`src/rtl/mem_arbiter.sv`:
```
// Two-port (fetch / data) arbiter and sequencer for a single-ported word memory.
// Define MEM_ARB_RR_EN for round-robin arbitration; default is fixed data-over-fetch priority.
module mem_arbiter #(
    parameter int TIMEOUT = 8
) (
    input  logic        clk,
    input  logic        reset_n,
    input  logic        if_req_valid,
    output logic        if_req_ready,
    input  logic [31:0] if_addr,
    output logic        if_resp_valid,
    output logic [31:0] if_rdata,
    output logic        if_err,
    input  logic        d_req_valid,
    output logic        d_req_ready,
    input  logic [31:0] d_addr,
    input  logic        d_we,
    input  logic [31:0] d_wdata,
    input  logic [3:0]  d_be,
    output logic        d_resp_valid,
    output logic [31:0] d_rdata,
    output logic        d_err,
    output logic [31:0] mem_addr,
    output logic [31:0] mem_wdata,
    output logic        mem_read,
    output logic        mem_write,
    output logic [3:0]  mem_be,
    input  logic [31:0] mem_rdata,
    input  logic        mem_ready,
    output logic        busy
);
    typedef enum logic [1:0] {IDLE, ISSUE, WAIT, RESP} state_t;
    localparam logic [7:0] CNT_LAST = 8'(TIMEOUT - 1);

    state_t     state;
    logic [7:0] cnt;
    logic       lat_we;
    logic       lat_data;
    logic       grant_data;
    logic       accept;
`ifdef MEM_ARB_RR_EN
    logic       last_grant;   // 1 = data port won the previous accept
`endif

    always_comb begin
        grant_data = d_req_valid;
`ifdef MEM_ARB_RR_EN
        if (d_req_valid && if_req_valid)
            grant_data = !last_grant;
`endif
    end

    assign accept       = (state == IDLE) && (d_req_valid || if_req_valid);
    assign d_req_ready  = accept && grant_data;
    assign if_req_ready = accept && !grant_data;
    assign busy         = (state != IDLE);

    always_ff @(posedge clk or negedge reset_n) begin
        if (!reset_n) begin
            state         <= IDLE;
            cnt           <= '0;
            lat_we        <= 1'b0;
            lat_data      <= 1'b0;
            mem_addr      <= '0;
            mem_wdata     <= '0;
            mem_be        <= '0;
            mem_read      <= 1'b0;
            mem_write     <= 1'b0;
            if_resp_valid <= 1'b0;
            if_rdata      <= '0;
            if_err        <= 1'b0;
            d_resp_valid  <= 1'b0;
            d_rdata       <= '0;
            d_err         <= 1'b0;
`ifdef MEM_ARB_RR_EN
            last_grant    <= 1'b0;
`endif
        end else begin
            case (state)
                IDLE: begin
                    if (accept) begin
                        lat_data  <= grant_data;
                        lat_we    <= grant_data && d_we;
                        mem_addr  <= grant_data ? d_addr : if_addr;
                        mem_wdata <= grant_data ? d_wdata : '0;
                        mem_be    <= grant_data ? d_be : 4'hF;
                        mem_read  <= !(grant_data && d_we);
                        mem_write <= grant_data && d_we;
`ifdef MEM_ARB_RR_EN
                        last_grant <= grant_data;
`endif
                        state     <= ISSUE;
                    end
                end
                ISSUE: begin
                    mem_read  <= 1'b0;
                    mem_write <= 1'b0;
                    cnt       <= '0;
                    state     <= WAIT;
                end
                WAIT: begin
                    // Completion wins over timeout when both land in the same cycle
                    if (mem_ready) begin
                        if (lat_data) begin
                            d_resp_valid <= 1'b1;
                            d_rdata      <= lat_we ? '0 : mem_rdata;
                            d_err        <= 1'b0;
                        end else begin
                            if_resp_valid <= 1'b1;
                            if_rdata      <= mem_rdata;
                            if_err        <= 1'b0;
                        end
                        state <= RESP;
                    end else if (cnt == CNT_LAST) begin
                        if (lat_data) begin
                            d_resp_valid <= 1'b1;
                            d_rdata      <= '0;
                            d_err        <= 1'b1;
                        end else begin
                            if_resp_valid <= 1'b1;
                            if_rdata      <= '0;
                            if_err        <= 1'b1;
                        end
                        state <= RESP;
                    end else begin
                        cnt <= cnt + 8'd1;
                    end
                end
                RESP: begin
                    if_resp_valid <= 1'b0;
                    d_resp_valid  <= 1'b0;
                    state         <= IDLE;
                end
                default: state <= IDLE;
            endcase
        end
    end
endmodule

```
`config.mk`:
```
export PLATFORM = sky130hd
export DESIGN_NAME = mem_arbiter
export DESIGN_NICKNAME = d
export VERILOG_FILES = /design/src/rtl/mem_arbiter.sv
export SDC_FILE = /design/constraint.sdc
export NUM_CORES = 1
export LEC_CHECK = 0
export BUFFER_PORTS_ARGS = -buffer_cell sky130_fd_sc_hd__buf_4
export CAP_MARGIN = 40
export CORE_UTILIZATION = 42
export CTS_CLUSTER_SIZE = 10
export DETAILED_ROUTE_END_ITERATION = 8
export PLACE_DENSITY = 0.76
export SLEW_MARGIN = 40
export SYNTH_ARGS = -nofsm -noshare
export SYNTH_HDL_FRONTEND = slang
export SYNTH_SLANG_ARGS = --single-unit
export TNS_END_PERCENT = 20
```
`constraint.sdc`:
```
create_clock -name clk -period 1.9 [get_ports clk]
set_clock_uncertainty 0.15 [all_clocks]
set_input_delay 0.095 -clock clk [delete_from_list [all_inputs] [get_ports clk]]
set_output_delay 0.095 -clock clk [all_outputs]
set_load 0.01 [all_outputs]
```
==> impl_metrics.yaml, run 1 <==
status:
  outcome: "complete, no violations"
clock_tree:
  htree_levels: 4
  cts_buffers: 17
  cts_root_buf: "clkbuf_16"
  insertion_delay_ns: 0.42
  cts_max_path_buffers: 2
  clk_pin_slew_ns: 0.06
  cts.sinks: 150
  cts_tree: "yes"
synthesis:
  synth_seq_cells: 150
  yosys-top-cells-area: "dfrtp_1 (61%), a22o_1 (9.2%), nand2_1 (6.8%)"
  synth_nets: 686
  ys.warnings.count: 0
  postSynth.asyncResetShare_pct: 100.0
  synthDominantAreaCellType: "dfrtp_1"
  synth_edf_count: 0
  yosysMostFrequentCell: "dfrtp_1"
  ys_seq_area_share_pct: 60.96
  avgSynthCellArea_um2: 11.36
  synth_cells: 542
  synthTopCellsByCount: "dfrtp_1 (150), nand2_1 (111), a22o_1 (65)"
  yosys.area.top_type_share_pct: 60.96
  synth_ff_type: "dfrtp_1"
  ys_types: 44
  netlist_area_mm2: 0.006157
sta:
  setup_viol: 0
  finalMaxSlewViolations: 0
  slew_headroom_pct: 68.15
  rsz0062_at_grt: "yes"
  max_freq_mhz: 539.4
  min_period_ns: 1.854
  hold_violations: 0
  worst_pin_slew_ns: 0.4778
  fin_crit_sh_pct: 97.57
worst_setup_path:
  r2r_cells: 6
  cp_slowest_cell: "dfrtp_1"
  cpPeakStageDelay_ns: 0.40
  cp.arrival_ns: 2.06
  regToRegEndpoint: "if_rdata[8]"
  path_delay_family: "simple AND/OR/NAND/NOR gates"
  critPathBufInv: 1
  required_ns: 2.10
  r2r_start: "cnt[1]"
  path_max_fanout: 32
  critPathLaunchType: "register"
  path_cells: "ha_2, and4bb_4, and2_2, o21ai_2, buf_12, a22o_1"
  worstSetupEndpointType: "register"
  reg2reg_slack_ns: 0.05
  path_class: "reg2reg"
drt:
  via_per_inst: 5.490
  drtIter0Drc: 487
  postRouteWirelength_um: 23280
  drc: 0
  final_antenna_net_count: 0
  routedWlPerCell_um: 20.03
  vias: 6379
  drt_pass1_iterations: 5
grt:
  grt_max_degree: 70
  antenna_found_initial: 1
  grt_overflow_total: 0
  grt_pass1_vias: 6506
  grt.total_usage_pct: 30.02
  grt_pass1_wl_um: 33820
floorplan:
  die_h_um: 123.1
  rows: 43
  core_area_mm2: 0.01410
  start_util_pct: 43.68
  dieArea_mm2: 0.01515
  die_w_um: 123.1
  ios: 279
power_and_ir_drop:
  ir_drop_mv: 0.7102
  finalPower_w: 0.01600
  p_per_area_mw_per_mm2: 1490
  p_leak_nw: 5.548
layout:
  nets: 1112
  postLayoutCellArea_mm2: 0.01074
  area_delta_synth_final_pct: 74.40
  drive_gt1_share_pct: 36.90
placement:
  hpwl_um: 13010
  place.gp.congestion: 0.8280
  io_buffers: 278
  placed_area_mm2: 0.008551
worst_hold_path:
  hold_path.class: "in2reg"
  whs_path_depth: 4
  hold_start: "d_req_valid"
  worstHoldEndpoint: "mem_write"
run:
  max_cap_viol_count: 0
-- kinds of logic (layout without fill, tap and decap cells) --
kind of cell | Yosys count | count (layout) | synth area share, %
AND/OR/NAND/NOR | 182 | 182 | 13.45
flip-flops | 150 | 150 | 60.96
AO/OA/AOI/OAI | 123 | 123 | 14.75
buffers and inverters | 45 | 484 | 3.719
multiplexers | 36 | 36 | 5.893
adder cells (fa/ha/maj) | 6 | 6 | 1.219
other | 0 | 1 | 0
-- flip-flops by register name (all words and copies together) (netlist names) --
register       flops
cnt                8
d_err              1
d_rdata           32
d_resp_valid       1
if_err             1
if_rdata          32
if_resp_valid      1
lat_data           1
lat_we             1
mem_addr          32
mem_be             4
mem_read           1
mem_wdata         32
mem_write          1
state              2
-- stage by stage --
stage                     hold slack, ns  setup slack (ns)  util, %  TNS [ns]  instances
after detailed placement        -0.08325           0.03034    60.66         0        983
after global routing             0.07700          -0.01773    76.18   -0.2417       1162
after global placement          -0.09178           0.07861    60.66         0        983
final                            0.02954           0.04614    76.18         0       1162
after floorplan                  -0.3506          0.005757        -         0        542
after CTS                       0.002753           0.02408    75.36         0       1155
-- layout by cell type, fill, tap and decap left out, types with 2 or more instances in the layout --
cell / synthesis / routed
clkinvlp_4: 0 / 2
nor2_1: 6 / 5
mux2i_1: 34 / 34
ha_2: 0 / 2
inv_6: 0 / 4
buf_4: 0 / 295
and2_4: 1 / 2
nand2b_1: 2 / 2
nor3_1: 2 / 2
bufinv_16: 0 / 3
inv_8: 0 / 2
a211o_1: 3 / 3
mux2_2: 2 / 2
a22o_1: 65 / 65
dlygate4sd3_1: 0 / 138
o21ai_0: 41 / 41
nor4b_1: 2 / 2
and3_1: 5 / 5
inv_2: 0 / 2
inv_1: 6 / 4
ha_1: 6 / 3
nand3_1: 38 / 38
clkinv_4: 0 / 3
nor2b_1: 5 / 4
clkbuf_16: 0 / 19
a31oi_1: 2 / 2
buf_12: 0 / 9
nand2_1: 111 / 111
dfrtp_1: 150 / 150
-- repair_timing --
action / in CTS / in global routing
cloned: 1 / 2
endpoints found under the hold margin: 287 / 1
hold buffers: 137 / 1
pin swaps: 0 / 2
buffers inserted: 2 / 3
endpoints found under the setup margin: 2 / 69
gates resized for setup: 7 / 9
-- worst max path at each step --
stage / start / to / depth (start not counted)
global route: cnt[0] / d_rdata[4] / 6
floorplan: state[0] / cnt[4] / 7
global placement: state[0] / cnt[5] / 6
CTS: state[0] / cnt[7] / 6
detailed placement: state[0] / cnt[7] / 6
finish: cnt[1] / if_rdata[8] / 6
-- layout make-up --
cell class | count | area (um^2)
fillers | 795 | 3358
multi-input cells | 347 | 2236
inverters | 6 | 22.52
clock buffers | 18 | 439.2
repair buffers | 446 | 3870
well taps | 180 | 225.2
clock inverters | 14 | 188.9
flip-flops and latches | 150 | 3754
diodes | 1 | 2.502
-- where the power goes --
group          internal, W  switching (W)
registers          0.00458       0.000981
logic              0.00352        0.00333
clock network      0.00214        0.00145
-- metal layers --
metal | global-route usage, % | vias up | routed length [um]
met2 | 50.95 | 413 | 11680
li1 | - | 2766 | -
met3 | 7.565 | 75 | 2032
met5 | 0 | - | 0
met4 | 18.07 | 0 | 1075
met1 | 34.14 | 3125 | 8491
-- worst min-delay path, cell delays in order --
cell and delay [ns]:
buf_4 0.16, nor2_1 0.11, a32oi_1 0.06, o21ai_0 0.13
No activity file was read; power rests on OpenSTA's default activity.
==> run 2, diff against run 1 <==
--- a/config.mk
+++ b/config.mk
@@ -10,7 +10,7 @@
 export CORE_UTILIZATION = 42
 export CTS_CLUSTER_SIZE = 10
 export DETAILED_ROUTE_END_ITERATION = 8
-export PLACE_DENSITY = 0.76
+export PLACE_DENSITY = 0.84
 export SLEW_MARGIN = 40
 export SYNTH_ARGS = -nofsm -noshare
 export SYNTH_HDL_FRONTEND = slang
==> impl_metrics.yaml, run 2 (same netlist as run 1, synthesis figures left out) <==
placement:
  placed_area_mm2: 0.008591
  io_buffers: 278
  hpwl_um: 12990
  place.gp.congestion: 0.8441
  post-place-ws_ns: 0.03002
  placed_cells: 985
sta:
  max_freq_mhz: 528.1
  finalMaxSlewViolations: 0
  setup_slack_ns: 0.006493
  hold_violations: 0
  slew_headroom_pct: 67.72
  rsz0062_at_grt: "yes"
  fin_crit_sh_pct: 99.66
  setup_viol: 0
  worst_pin_slew_ns: 0.4843
  min_period_ns: 1.894
drt:
  final_antenna_net_count: 0
  drtIter0Drc: 521
  met2WireLength_um: 11880
  wl_met1_um: 8790
  met3_wirelength_um: 2147
  vias: 6426
  via_per_inst: 5.521
  postRouteWirelength_um: 24180
  drt_pass1_iterations: 5
  top_layer: "met4"
  drc: 0
  routedWlPerCell_um: 20.78
layout:
  seq_area_mm2: 0.003754
  drive_gt1_share_pct: 36.99
  layout_common_cells: "buf_4 (297), dfrtp_1 (150), dlygate4sd3_1 (137)"
  fin_cells: 1164
  multi_input_area_mm2: 0.002237
  area_delta_synth_final_pct: 74.03
  final_common_cell: "buf_4"
  nets: 1115
  fillers: 817
  antenna_cells: 0
  postLayoutCellArea_mm2: 0.01072
clock_tree:
  insertion_delay_ns: 0.42
  cts_max_path_buffers: 2
  cts_root_buf: "clkbuf_16"
  clk_pin_slew_ns: 0.06
  htree_levels: 4
  cts_tree: "yes"
  cts_buffers: 17
  cts.sinks: 150
worst_setup_path:
  reg2reg_slack_ns: 0.006
  critPathLaunchType: "register"
  path_class: "reg2reg"
  required_ns: 2.05
  cp.arrival_ns: 2.04
  worstSetupEndpointType: "register"
  path_max_fanout: 5
power_and_ir_drop:
  p_per_area_mw_per_mm2: 1461
  p_leak_nw: 5.530
  ir_drop_mv: 0.8933
floorplan:
  core_area_mm2: 0.01410
  die_w_um: 123.1
  rows: 43
  dieArea_mm2: 0.01515
  ios: 279
  start_util_pct: 43.68
  die_h_um: 123.1
worst_hold_path:
  hold_path.class: "in2async"
run:
  max_cap_viol_count: 0
grt:
  grt_pass1_wl_um: 35390
  grt_pass1_vias: 6591
  grt_max_degree: 71
  antenna_found_initial: 0
  grt.total_usage_pct: 31.50
  grt_overflow_total: 0
status:
  outcome: "complete, no violations"
run 2: final timing paths:
path,from,end,depth (start not counted)
setup / recovery,state[0],state[1],6
hold / removal,reset_n,if_rdata[27],2
setup reg to reg,state[0],state[1],6
hold reg to reg,mem_wdata[7],mem_wdata[7],2
max in group asynchronous,reset_n,mem_wdata[2],3
min in group clk,d_wdata[18],mem_wdata[18],4
run 2: final cells by class:
type	count	share of cell area, %
tap	180	2.102
clock inverter	11	0.9341
timing repair buffer	449	36.45
multi-input combinational	347	20.88
sequential	150	35.03
clock buffer	21	4.390
inverter	6	0.2102
run 2: repair_timing:
item / CTS / global route
hold endpoints to repair: 287 / 0
cloned: 0 / 3
endpoints found under the setup margin: 2 / 83
pin swaps: 0 / 1
hold buffers: 137 / 0
buffers inserted: 1 / 6
resized for setup: 4 / 9
run 2: critical path: stages (launching register included):
cell and delay [ns]:
dfrtp_1 0.39, inv_2 0.10, ha_2 0.22, nor2b_4 0.16, a21boi_0 0.34, nor2_1 0.12
mux2_2 0.28
run 2: metal layers:
layer  track usage [%]  vias up
met2             52.21      423
met5                 0        -
li1                  -     2774
met1             35.56     3132
met4             20.86        0
met3             8.810       97
run 2: report_power, final:
group	internal, W	switching (W)	total, W
Clock	0.00190	0.00133	0.00323
Sequential	0.00458	0.000991	0.00557
Combinational	0.00346	0.00339	0.00685
run 2: stage by stage:
step / hold WS [ns] / util, % / total power, W / TNS, ns
after floorplan: -0.3506 / - / 0.008117 / 0
after global placement: -0.07949 / 60.94 / 0.01129 / 0
after detailed placement: -0.07493 / 60.94 / 0.01151 / 0
after CTS: 0.03874 / 74.86 / 0.01510 / 0
after global routing: 0.07951 / 76.02 / 0.01645 / -0.06513
final: 0.04934 / 76.02 / 0.01565 / 0
==> run 3, diff against run 2 <==
--- a/config.mk
+++ b/config.mk
@@ -8,6 +8,7 @@
 export BUFFER_PORTS_ARGS = -buffer_cell sky130_fd_sc_hd__buf_4
 export CAP_MARGIN = 40
 export CORE_UTILIZATION = 42
+export CTS_BUF_LIST = sky130_fd_sc_hd__clkbuf_8 sky130_fd_sc_hd__clkbuf_16
 export CTS_CLUSTER_SIZE = 10
 export DETAILED_ROUTE_END_ITERATION = 8
 export PLACE_DENSITY = 0.84
==> impl_metrics.yaml, run 3 (same netlist as run 1, synthesis figures left out) <==
status:
  outcome: "complete, no violations"
sta:
  fin_crit_sh_pct: 99.69
  setup_viol: 0
  setup_slack_ns: 0.005975
  min_period_ns: 1.894
  hold_violations: 0
  max_freq_mhz: 528.0
  slew_headroom_pct: 68.02
  finalMaxSlewViolations: 0
  rsz0062_at_grt: "yes"
  worst_pin_slew_ns: 0.4797
layout:
  antenna_cells: 0
  drive_gt1_share_pct: 36.99
  fillers: 817
  nets: 1115
  utilization_pct: 76.02
  area_delta_synth_final_pct: 74.03
  layout_common_cells: "buf_4 (297), dfrtp_1 (150), dlygate4sd3_1 (137)"
  final_common_cell: "buf_4"
worst_setup_path:
  path_cells: "inv_2, ha_2, nor2b_4, a21boi_0, nor2_1, mux2_2"
  path_delay_family: "flip-flops"
  r2r_cells: 6
  path_class: "reg2reg"
  cp_slowest_cell: "dfrtp_1"
  path_max_fanout: 5
  cp_num_cells: 6
  cp.arrival_ns: 2.04
  cpPeakStageDelay_ns: 0.39
  required_ns: 2.05
  critPathBufInv: 1
  worstSetupEndpointType: "register"
  critPathLaunchType: "register"
floorplan:
  start_util_pct: 43.68
  rows: 43
  die_w_um: 123.1
  dieArea_mm2: 0.01515
  core_area_mm2: 0.01410
  die_h_um: 123.1
  ios: 279
clock_tree:
  clk_pin_slew_ns: 0.06
  insertion_delay_ns: 0.42
  cts_tree: "yes"
  cts_root_buf: "clkbuf_16"
  cts_max_path_buffers: 2
  cts.sinks: 150
  htree_levels: 4
  cts_buffers: 17
power_and_ir_drop:
  p_leak_nw: 5.534
  p_per_area_mw_per_mm2: 1462
  ir_drop_mv: 0.8944
worst_hold_path:
  hold_path.class: "in2async"
drt:
  drt_pass1_iterations: 5
  drtIter0Drc: 547
  via_per_inst: 5.509
  drc: 0
  postRouteWirelength_um: 24200
  vias: 6413
  routedWlPerCell_um: 20.79
  final_antenna_net_count: 0
grt:
  grt.total_usage_pct: 31.50
  grt_max_degree: 71
  antenna_found_initial: 0
  grt_overflow_total: 0
  grt_pass1_wl_um: 35390
  grt_pass1_vias: 6591
placement:
  place.gp.congestion: 0.8441
  post-place-ws_ns: 0.03002
  io_buffers: 278
  hpwl_um: 12990
run:
  max_cap_viol_count: 0
run 3: final timing paths:
check / startpoint / end / slack [ns]
max: state[0] / state[1] / 0.006
min: reset_n / d_rdata[28] / 0.04
max reg2reg: state[0] / state[1] / 0.006
min reg2reg: mem_wdata[7] / mem_wdata[7] / 0.32
max in group asynchronous: reset_n / mem_wdata[2] / 0.97
min in group clk: d_wdata[18] / mem_wdata[18] / 0.29
run 3: stage by stage:
| step | power (W) | std cells | hold slack, ns | setup TNS [ns] | cell area, um^2 |
|---|---|---|---|---|---|
| after floorplan | 0.008117 | 542 | -0.3506 | 0 | 6160 |
| after CTS | 0.01510 | 1155 | 0.03874 | 0 | 10550 |
| after global routing | 0.01645 | 1164 | 0.07951 | -0.06513 | 10720 |
| after global placement | 0.01129 | 985 | -0.07949 | 0 | 8591 |
| after detailed placement | 0.01151 | 985 | -0.07493 | 0 | 8591 |
| final | 0.01566 | 1164 | 0.04225 | 0 | 10720 |
run 3: layer usage:
metal / up-vias / GRT usage, % / wire (um)
li1: 2772 / - / -
met1: 3122 / 35.56 / 8850
met2: 414 / 52.21 / 11800
met3: 105 / 8.810 / 2104
met4: 0 / 20.86 / 1449
met5: - / 0 / 0
run 3: layout make-up:
cell class / instances / area, um^2 / share of cell area (%)
multi-input cells: 347 / 2237 / 20.88
repair buffers: 449 / 3906 / 36.45
clock buffers: 20 / 466.7 / 4.355
clock inverters: 12 / 103.9 / 0.9692
inverters: 6 / 22.52 / 0.2102
flip-flops and latches: 150 / 3754 / 35.03
well taps: 180 / 225.2 / 2.102
run 3: what timing repair did:
item,in CTS,in global routing
resized for setup,4,9
buffers inserted,1,6
hold buffers,137,0
gates cloned,0,3
pin swaps,0,1
setup endpoints to repair,2,83
endpoints found under the hold margin,287,0
run 3: where the power goes:
group | switching [W] | leakage (nW) | internal, W
registers | 0.000993 | 1.90 | 0.00458
clock network | 0.00134 | 0.272 | 0.00190
logic | 0.00340 | 3.36 | 0.00346
total | 0.00573 | 5.53 | 0.00993
